### config.mk
export PLATFORM = sky130hd
export DESIGN_NAME = oram_request_scheduler
export DESIGN_NICKNAME = d
export VERILOG_FILES = /design/src/rtl/oram_request_scheduler.sv
export SDC_FILE = /design/constraint.sdc
export NUM_CORES = 1
export LEC_CHECK = 0
export ABC_AREA = 1
export BUFFER_PORTS_ARGS = -buffer_cell sky130_fd_sc_hd__buf_2
export CAP_MARGIN = 20
export CORE_MARGIN = 5
export CORE_UTILIZATION = 30
export CTS_CLUSTER_SIZE = 14
export DETAILED_ROUTE_END_ITERATION = 6
export SYNTH_ARGS = -nofsm -noshare
export SYNTH_HDL_FRONTEND = slang
export SYNTH_SLANG_ARGS = --single-unit
export TNS_END_PERCENT = 1
### constraint.sdc
create_clock -name clk -period 6.9 [get_ports clk]
set_clock_uncertainty 0.1 [all_clocks]
set_input_delay 0 -clock clk [delete_from_list [all_inputs] [get_ports clk]]
set_output_delay 0 -clock clk [all_outputs]
set_load 0.03 [all_outputs]
### src/rtl/oram_request_scheduler.sv
// oram_request_scheduler
//   Front-end between a client valid/ready interface and the ORAM core.
//   Client requests are queued in a FIFO and issued to the core one at a time,
//   so the core never has more than one operation outstanding. Each result is
//   returned to the client with the request's tag, and as an error if the core
//   does not complete within TIMEOUT cycles.
// Ports
//   clk, rst_n                       : clock, asynchronous active-low reset
//   req_valid/req_ready              : request handshake
//   req_rw/addr/wdata/tag            : request payload (rw: 0=read, 1=write)
//   resp_valid/resp_ready            : response handshake
//   resp_rdata/rw/tag/err            : response payload
//   rw_block_number, w_value,
//   rw_indicator, input_ready        : issue side to the core
//   r_value, output_ready            : completion side from the core
//   fifo_count                       : request FIFO occupancy

package oramPkg;
  localparam int d = 8;
  localparam int a = 4;
endpackage

module oram_request_scheduler #(
  parameter int D       = oramPkg::d,
  parameter int A       = oramPkg::a,
  parameter int TAG_W   = 4,
  parameter int DEPTH   = 8,
  parameter int TIMEOUT = 16
) (
  input  logic                       clk,
  input  logic                       rst_n,
  input  logic                       req_valid,
  output logic                       req_ready,
  input  logic                       req_rw,
  input  logic [D-1:0]               req_addr,
  input  logic [8*A-1:0]             req_wdata,
  input  logic [TAG_W-1:0]           req_tag,
  output logic                       resp_valid,
  input  logic                       resp_ready,
  output logic [8*A-1:0]             resp_rdata,
  output logic                       resp_rw,
  output logic [TAG_W-1:0]           resp_tag,
  output logic                       resp_err,
  output logic [D-1:0]               rw_block_number,
  output logic [8*A-1:0]             w_value,
  output logic                       rw_indicator,
  output logic                       input_ready,
  input  logic [8*A-1:0]             r_value,
  input  logic                       output_ready,
  output logic [$clog2(DEPTH):0]     fifo_count
);

  localparam int PW = $clog2(DEPTH);
  localparam int CW = PW + 1;
  localparam int DW = 8 * A;
  localparam int EW = 1 + D + DW + TAG_W;
  localparam int TW = $clog2(TIMEOUT + 1);

  localparam logic [1:0] S_IDLE  = 2'd0;
  localparam logic [1:0] S_ISSUE = 2'd1;
  localparam logic [1:0] S_WAIT  = 2'd2;
  localparam logic [1:0] S_RESP  = 2'd3;

  // Request FIFO
  logic [EW-1:0]    mem_q [DEPTH];
  logic [PW-1:0]    wr_ptr_q, rd_ptr_q;
  logic [CW-1:0]    count_q;
  logic             push, pop;

  logic             h_rw;
  logic [D-1:0]     h_addr;
  logic [DW-1:0]    h_wdata;
  logic [TAG_W-1:0] h_tag;

  // FSM / response
  logic [1:0]       state_q, state_d;
  logic [TW-1:0]    wait_q, wait_d;
  logic             tmo;

  logic [D-1:0]     blk_q;
  logic [DW-1:0]    wval_q;
  logic             rwi_q;
  logic [DW-1:0]    rdata_q;
  logic             rrw_q;
  logic [TAG_W-1:0] rtag_q;
  logic             rerr_q;

  assign req_ready = rst_n && (count_q < CW'(DEPTH));
  assign push      = req_valid && req_ready;
  // ISSUE is only entered with a non-empty FIFO and is the sole consumer.
  assign pop       = (state_q == S_ISSUE);

  assign {h_rw, h_addr, h_wdata, h_tag} = mem_q[rd_ptr_q];

  always_ff @(posedge clk) begin
    if (push) mem_q[wr_ptr_q] <= {req_rw, req_addr, req_wdata, req_tag};
  end

  always_ff @(posedge clk or negedge rst_n) begin
    if (!rst_n) begin
      wr_ptr_q <= '0;
      rd_ptr_q <= '0;
      count_q  <= '0;
    end else begin
      if (push) wr_ptr_q <= wr_ptr_q + 1'b1;
      if (pop)  rd_ptr_q <= rd_ptr_q + 1'b1;
      case ({push, pop})
        2'b10:   count_q <= count_q + CW'(1);
        2'b01:   count_q <= count_q - CW'(1);
        default: count_q <= count_q;
      endcase
    end
  end

  always_comb begin
    state_d = state_q;
    wait_d  = wait_q;
    tmo     = 1'b0;
    case (state_q)
      S_IDLE:  if (count_q != '0) state_d = S_ISSUE;
      S_ISSUE: begin
        state_d = S_WAIT;
        wait_d  = '0;
      end
      S_WAIT: begin
        wait_d = wait_q + TW'(1);
        if (output_ready) begin
          state_d = S_RESP;
        end else if (wait_d == TW'(TIMEOUT)) begin
          tmo     = 1'b1;
          state_d = S_RESP;
        end
      end
      S_RESP:  if (resp_ready) state_d = S_IDLE;
      default: state_d = S_IDLE;
    endcase
  end

  always_ff @(posedge clk or negedge rst_n) begin
    if (!rst_n) begin
      state_q <= S_IDLE;
      wait_q  <= '0;
      blk_q   <= '0;
      wval_q  <= '0;
      rwi_q   <= 1'b0;
      rdata_q <= '0;
      rrw_q   <= 1'b0;
      rtag_q  <= '0;
      rerr_q  <= 1'b0;
    end else begin
      state_q <= state_d;
      wait_q  <= wait_d;
      // Core-side outputs are registered: loading them on the IDLE->ISSUE
      // edge puts the head on the bus for exactly the ISSUE cycle and holds
      // it afterwards.
      if (state_q == S_IDLE && state_d == S_ISSUE) begin
        blk_q  <= h_addr;
        wval_q <= h_wdata;
        rwi_q  <= h_rw;
      end
      if (state_q == S_ISSUE) begin
        rrw_q  <= h_rw;
        rtag_q <= h_tag;
      end
      if (state_q == S_WAIT) begin
        if (output_ready) begin
          rdata_q <= rrw_q ? '0 : r_value;
          rerr_q  <= 1'b0;
        end else if (tmo) begin
          rdata_q <= '0;
          rerr_q  <= 1'b1;
        end
      end
    end
  end

  assign input_ready     = (state_q == S_ISSUE);
  assign resp_valid      = (state_q == S_RESP);
  assign rw_block_number = blk_q;
  assign w_value         = wval_q;
  assign rw_indicator    = rwi_q;
  assign resp_rdata      = rdata_q;
  assign resp_rw         = rrw_q;
  assign resp_tag        = rtag_q;
  assign resp_err        = rerr_q;
  assign fifo_count      = count_q;

endmodule
==> results.sh, run 1 <==
export IMPL_cts_sinks=456
export IMPL_finalNonFillerCells=2460
export IMPL_synthesis_nets=1483
export IMPL_die_area_sq_um=64400
export IMPL_synth_top_area_share_pct=60.6
export IMPL_crit_arrival_ps=3870
export IMPL_r2r_slack_ps=3390
export IMPL_yosysMostFrequentCell="edfxtp_1"
export IMPL_fp_dieH_um=254
export IMPL_synth_common_cells="edfxtp_1, nor2_1, o21ai_0"
export IMPL_p_leak_nw=8.06
export IMPL_dp_cells=2256
export IMPL_avgViaCountPerCell=4.84
export IMPL_setup_viol=0
export IMPL_period_needed_ps=3510
export IMPL_rsz0062_at_grt="false"
export IMPL_nNetsFinal=1741
export IMPL_hold_viol_final=0
export IMPL_required_ps=7260
export IMPL_max_freq_mhz=285
export IMPL_dp_hpwl_mm=26.4
export IMPL_hp_class="input pin to flop"
export IMPL_p_int_mw=5.77
export IMPL_ys_types=37
export IMPL_syn_area_sq_um=17800
export IMPL_cts_resized_gates=0
export IMPL_n_fill_cell=5574
export IMPL_critical_path_cell_chain="inv_6, buf_4, o21ai_0, o211ai_1, o21ai_0, o21ai_0"
export IMPL_area_growth_pct=24.5
export IMPL_cts_tree="built"
export IMPL_drt_iter0_markers=1081
export IMPL_slowest_delay_ps=820
export IMPL_worst_pin_slew_ps=1050
export IMPL_clkTransAtPathRegs_ps=60
export IMPL_synth_area_leaders="edfxtp_1, dfrtp_1, o21ai_0"
export IMPL_drc_errors=0
export IMPL_numCtsBuffers=48
export IMPL_grt_pass1_wl_mm=72.4
export IMPL_cp_max_fo=108
export IMPL_endpoint_kind="flop"
export IMPL_ys_ff_latch=456
export IMPL_initial_core_util_pct=30.3
export IMPL_drive_above_1_share_pct=17.2
export IMPL_n_antenna_cell=0
export IMPL_dr_pass1_iters=5
export IMPL_tns_ps=0
export IMPL_yosysSeqAreaShare_pct=74.1
export IMPL_gp_congestion=0.771
export IMPL_synthCells=1390
export IMPL_p_sw_mw=3.55
export IMPL_antenna_left=0
export IMPL_yosysWarnings=0
export IMPL_seq_power_share_pct=39.6
export IMPL_critPathKind="flop to flop"
export IMPL_yosysTopAreaCell="edfxtp_1"
export IMPL_htreeDepth=2
export IMPL_ir_drop_v=0.000257
export IMPL_swShare_pct=38.1
export IMPL_power_density_nw_per_um2=420
export IMPL_synth_edff_count=360
export IMPL_maxSlewViolCount=0
export IMPL_slew_headroom_pct=29.8
export IMPL_grt_overflow=0
export IMPL_outcome="finished clean"
export IMPL_crit_slowest_cell="dfrtp_4"
export IMPL_seq_area_sq_um=13200
export IMPL_core_sq_um=58900
export IMPL_cts_root_buf="clkbuf_16"
export IMPL_track_usage_pct=14.2
export IMPL_antenna_found_initial=2
export IMPL_async_flop_share_pct=21.1
export IMPL_multi_input_area_sq_um=4130
export IMPL_clk_latency_ps=600
export IMPL_syn_area_per_cell_sq_um=12.8
export IMPL_grt_max_degree=109
export IMPL_ys_flop_type="edfxtp_1"
export IMPL_combPwrFrac_pct=32.4
export IMPL_wl_per_cell_um=19.2
export IMPL_row_count=89
export IMPL_io_pins=168
export IMPL_p_clk_share_pct=28.0
export IMPL_routed_via_count=11900
export IMPL_critPathLaunchType="flop"
export IMPL_critPathTopFamily="buffers and inverters"
export IMPL_timing_final_crit_share_pct=50.9
export IMPL_wirelength_mm=47.1
export IMPL_cpMostUsedCell="o21ai_0"
export IMPL_portBuffers=167
export IMPL_crit_buf_inv=2
export IMPL_cts_buffer_depth=3
export IMPL_dieWidth_um=254
export IMPL_grt_pass1_vias=12100
export IMPL_cap_violations=0
-- metrics by stage --
step	instance area (sq um)	setup slack (ps)	hold slack [ps]	util, %	power (mW)
floorplan	17800	2900	-396	-	5.70
global placement	19400	3470	171	32.9	6.65
detailed placement	19400	3460	181	32.9	6.73
CTS	22200	3420	99.1	37.6	9.45
global route	22200	3120	132	37.7	9.89
finish	22200	3390	132	37.7	9.33
-- sequential cells by signal (all words and copies together) (netlist names) --
name	count
fifo_count	4
mem_q	360
rd_ptr_q	3
resp_err	1
resp_rdata	32
resp_rw	1
resp_tag	4
rw_block_number	8
rw_indicator	1
state_q	2
w_value	32
wait_q	5
wr_ptr_q	3
-- layout by cell type, fill, tap and decap left out, types with 2 or more instances in the layout --
master / netlist / routed
o21ai_0: 194 / 194
xor2_1: 4 / 4
clkbuf_8: 0 / 8
o21ai_2: 13 / 13
bufinv_16: 0 / 4
clkinv_1: 0 / 4
o211ai_1: 47 / 47
dfrtp_4: 0 / 2
clkbuf_16: 0 / 48
nand2_1: 151 / 151
o21ai_1: 18 / 18
dfrtp_1: 96 / 93
clkinv_16: 0 / 3
clkbuf_1: 43 / 14
a21oi_1: 2 / 2
nor2_1: 242 / 234
clkinv_2: 0 / 6
inv_6: 0 / 2
xnor2_1: 2 / 2
nand3_1: 80 / 80
inv_2: 3 / 4
nor2_4: 0 / 9
buf_12: 1 / 2
edfxtp_1: 360 / 360
buf_2: 37 / 166
dlygate4sd3_1: 0 / 114
buf_4: 3 / 16
inv_1: 20 / 19
ha_1: 10 / 10
nand2_2: 2 / 2
nand4_1: 2 / 2
o221ai_1: 42 / 42
-- logic make-up after synthesis --
family	share of synthesized area [%]
flops	74.1
buf+inv	3.11
compound gates	10.9
fa+ha+maj	0.814
xor+xnor	0.295
simple gates	10.8
-- final timing paths --
check | startpoint | to | cells after the start
min in group asynchronous | rst_n | wr_ptr_q[0] | 4
hold / removal | req_wdata[29] | mem_q[2][33] | 2
setup reg to reg | rd_ptr_q[0] | rw_indicator | 6
hold reg to reg | w_value[26] | w_value[26] | 2
max in group asynchronous | rst_n | wait_q[1] | 6
setup / recovery | rd_ptr_q[0] | rw_indicator | 6
-- cell type report --
class	instances	area share, %
clock buffers	70	6.14
clock inverters	19	1.22
inverters	24	0.428
multi-input cells	819	18.6
flip-flops and latches	456	59.5
well taps	773	4.35
repair buffers	299	9.72
-- repair_timing --
action / 4_1_cts / 5_1_grt
setup endpoints to repair: 0 / 0
hold buffers: 113 / 1
hold endpoints to repair: 467 / 9
setup buffers: 0 / 0
-- power groups by stage --
stage,sequential (mW),combinational (mW),clock (mW)
CTS,3.69,3.08,2.68
floorplan,3.97,1.73,0
global placement,3.77,2.87,0
finish,3.69,3.02,2.61
detailed placement,3.74,2.99,0
global route,3.74,3.36,2.79
-- metal layers --
| metal | GRT usage [%] | part of all wire [%] |
|---|---|---|
| met3 | 2.67 | 6.1 |
| met2 | 23.8 | 48 |
| met5 | 0 | 0.062 |
| met1 | 19.4 | 44 |
| met4 | 2.98 | 1.5 |
Note: power is estimated with default switching activity, not from simulation.
==> run 2: changes to the inputs <==
- clock period: 6.9 -> 3.4 ns (I/O delays scaled with it)
==> run 2 against run 1 <==
Net effect: sequential cell count did not move; die area unchanged; wire length fell by 3.1%; sequential share of layout area hardly changed; cell area hardly changed; register-to-register slack got worse by 2400 ps; first-iteration DRC count shrank 9.7%; total power is 100% higher; combinational power grew 110%; largest cell class unchanged.
==> results.sh, run 2 (synthesized netlist as in run 1, its figures left out) <==
export IMPL_outcome="finished clean"
export IMPL_cts_hold_buf=114
export IMPL_rsz0062_at_grt="false"
export IMPL_dieWidth_um=254
export IMPL_cts_root_buf="clkbuf_16"
export IMPL_cts_resized_gates=0
export IMPL_timing_final_crit_share_pct=70.9
export IMPL_r2r_cells=8
export IMPL_power_density_nw_per_um2=844
export IMPL_period_needed_ps=2410
export IMPL_r2r_slack_ps=990
export IMPL_endpoint_kind="flop"
export IMPL_required_ps=3740
export IMPL_maxSlewViolCount=0
export IMPL_area_growth_pct=24.6
export IMPL_track_usage_pct=13.9
export IMPL_io_pins=168
export IMPL_grt_pass1_vias=12200
export IMPL_drt_iter0_markers=976
export IMPL_clkTransAtPathRegs_ps=60
export IMPL_dr_pass1_iters=5
export IMPL_grt_pass1_wl_mm=70.8
export IMPL_hold_viol_final=0
export IMPL_grt_max_degree=92
export IMPL_hp_class="input pin to flop"
export IMPL_dp_hpwl_mm=26.3
export IMPL_post_cts_setup_buffers=0
export IMPL_avgViaCountPerCell=4.84
export IMPL_row_count=89
export IMPL_p_leak_nw=8.07
export IMPL_layout_commonest_cell="edfxtp_1"
export IMPL_fin_hold_ws_ps=135
export IMPL_critPathLaunchType="flop"
export IMPL_wirelength_mm=45.7
export IMPL_gp_congestion=0.803
export IMPL_setup_viol=0
export IMPL_clk_latency_ps=580
export IMPL_initial_core_util_pct=30.3
export IMPL_finalNonFillerCells=2471
export IMPL_antenna_found_initial=3
export IMPL_die_area_sq_um=64400
export IMPL_wl_per_cell_um=18.5
export IMPL_cts_buffer_depth=3
export IMPL_grt_overflow=0
export IMPL_core_sq_um=58900
export IMPL_routed_via_count=11900
export IMPL_design_area_sq_um=22200
export IMPL_slew_headroom_pct=31.7
export IMPL_antenna_left=0
export IMPL_ir_drop_v=0.000626
export IMPL_crit_end="rw_indicator"
export IMPL_n_fill_cell=5537
export IMPL_cts_tree="built"
export IMPL_critPathKind="flop to flop"
export IMPL_largest_register="mem_q"
export IMPL_tns_ps=0
export IMPL_max_freq_mhz=415
export IMPL_cp_max_fo=20
export IMPL_r2r_start="state_q[0]"
export IMPL_cap_violations=0
export IMPL_portBuffers=167
export IMPL_r2r_end="rw_indicator"
export IMPL_htreeDepth=2
export IMPL_dp_cells=2265
export IMPL_crit_arrival_ps=2750
export IMPL_worst_pin_slew_ps=1020
export IMPL_most_common_layout_cells="edfxtp_1, nor2_1, o21ai_0"
export IMPL_place_area_sq_um=19500
export IMPL_setup_worst_path_start="state_q[0]"
export IMPL_fin_util_pct=37.7
export IMPL_largest_register_ffs=360
export IMPL_fp_dieH_um=254
export IMPL_nNetsFinal=1749
export IMPL_drive_above_1_share_pct=17.6
export IMPL_drc_errors=0
export IMPL_numCtsBuffers=48
export IMPL_cts_sinks=456
-- run 2: cell type report --
class	instances	area [sq um]	area share, %
Antenna cell	2	5.00	0.0225
Clock buffer	68	1340	6.02
Clock inverter	22	203	0.912
Inverter	24	95.1	0.428
Multi-Input combinational cell	819	4130	18.6
Sequential cell	456	13200	59.5
Tap cell	773	967	4.35
Timing Repair Buffer	307	2260	10.2
-- run 2: power by group --
group          total, mW  internal [mW]  switching [mW]
combinational       6.37           1.87            4.49
sequential          7.26           6.77           0.488
clock               5.14           2.98            2.16
-- run 2: routing by layer --
metal  vias up  GRT usage, %  wire length (um)
met5         -             0                 7
met4         2          3.82               869
met3        61          2.94              3070
met2       388          23.0             21900
met1      5914          18.6             19900
li1       5584             -                 -
-- run 2: worst max-delay path, cell delays in order (launching register included) --
cell and delay [ps]:
dfrtp_1 420, inv_1 100, ha_1 200, inv_1 80, nor3_1 400, nor2_4 80
inv_2 400, buf_4 360, o21ai_0 120
-- run 2: per-stage QoR --
step,power (mW),worst slack [ps]
final,18.8,990
after global routing,19.9,774
after CTS,19.0,953
after detailed placement,13.7,968
after global placement,13.5,1040
after floorplan,11.6,-598
-- run 2: worst min-delay path by stage --
stage / from / endpoint / cells past startpoint
6_report: req_wdata[17] / mem_q[5][21] / 2
5_1_grt: req_wdata[4] / mem_q[7][8] / 2
4_1_cts: req_wdata[17] / mem_q[5][21] / 2
3_5_place_dp: rst_n / resp_rdata[0] / 2
3_3_place_gp: rst_n / resp_rdata[0] / 2
2_1_floorplan: rst_n / fifo_count[0] / 0
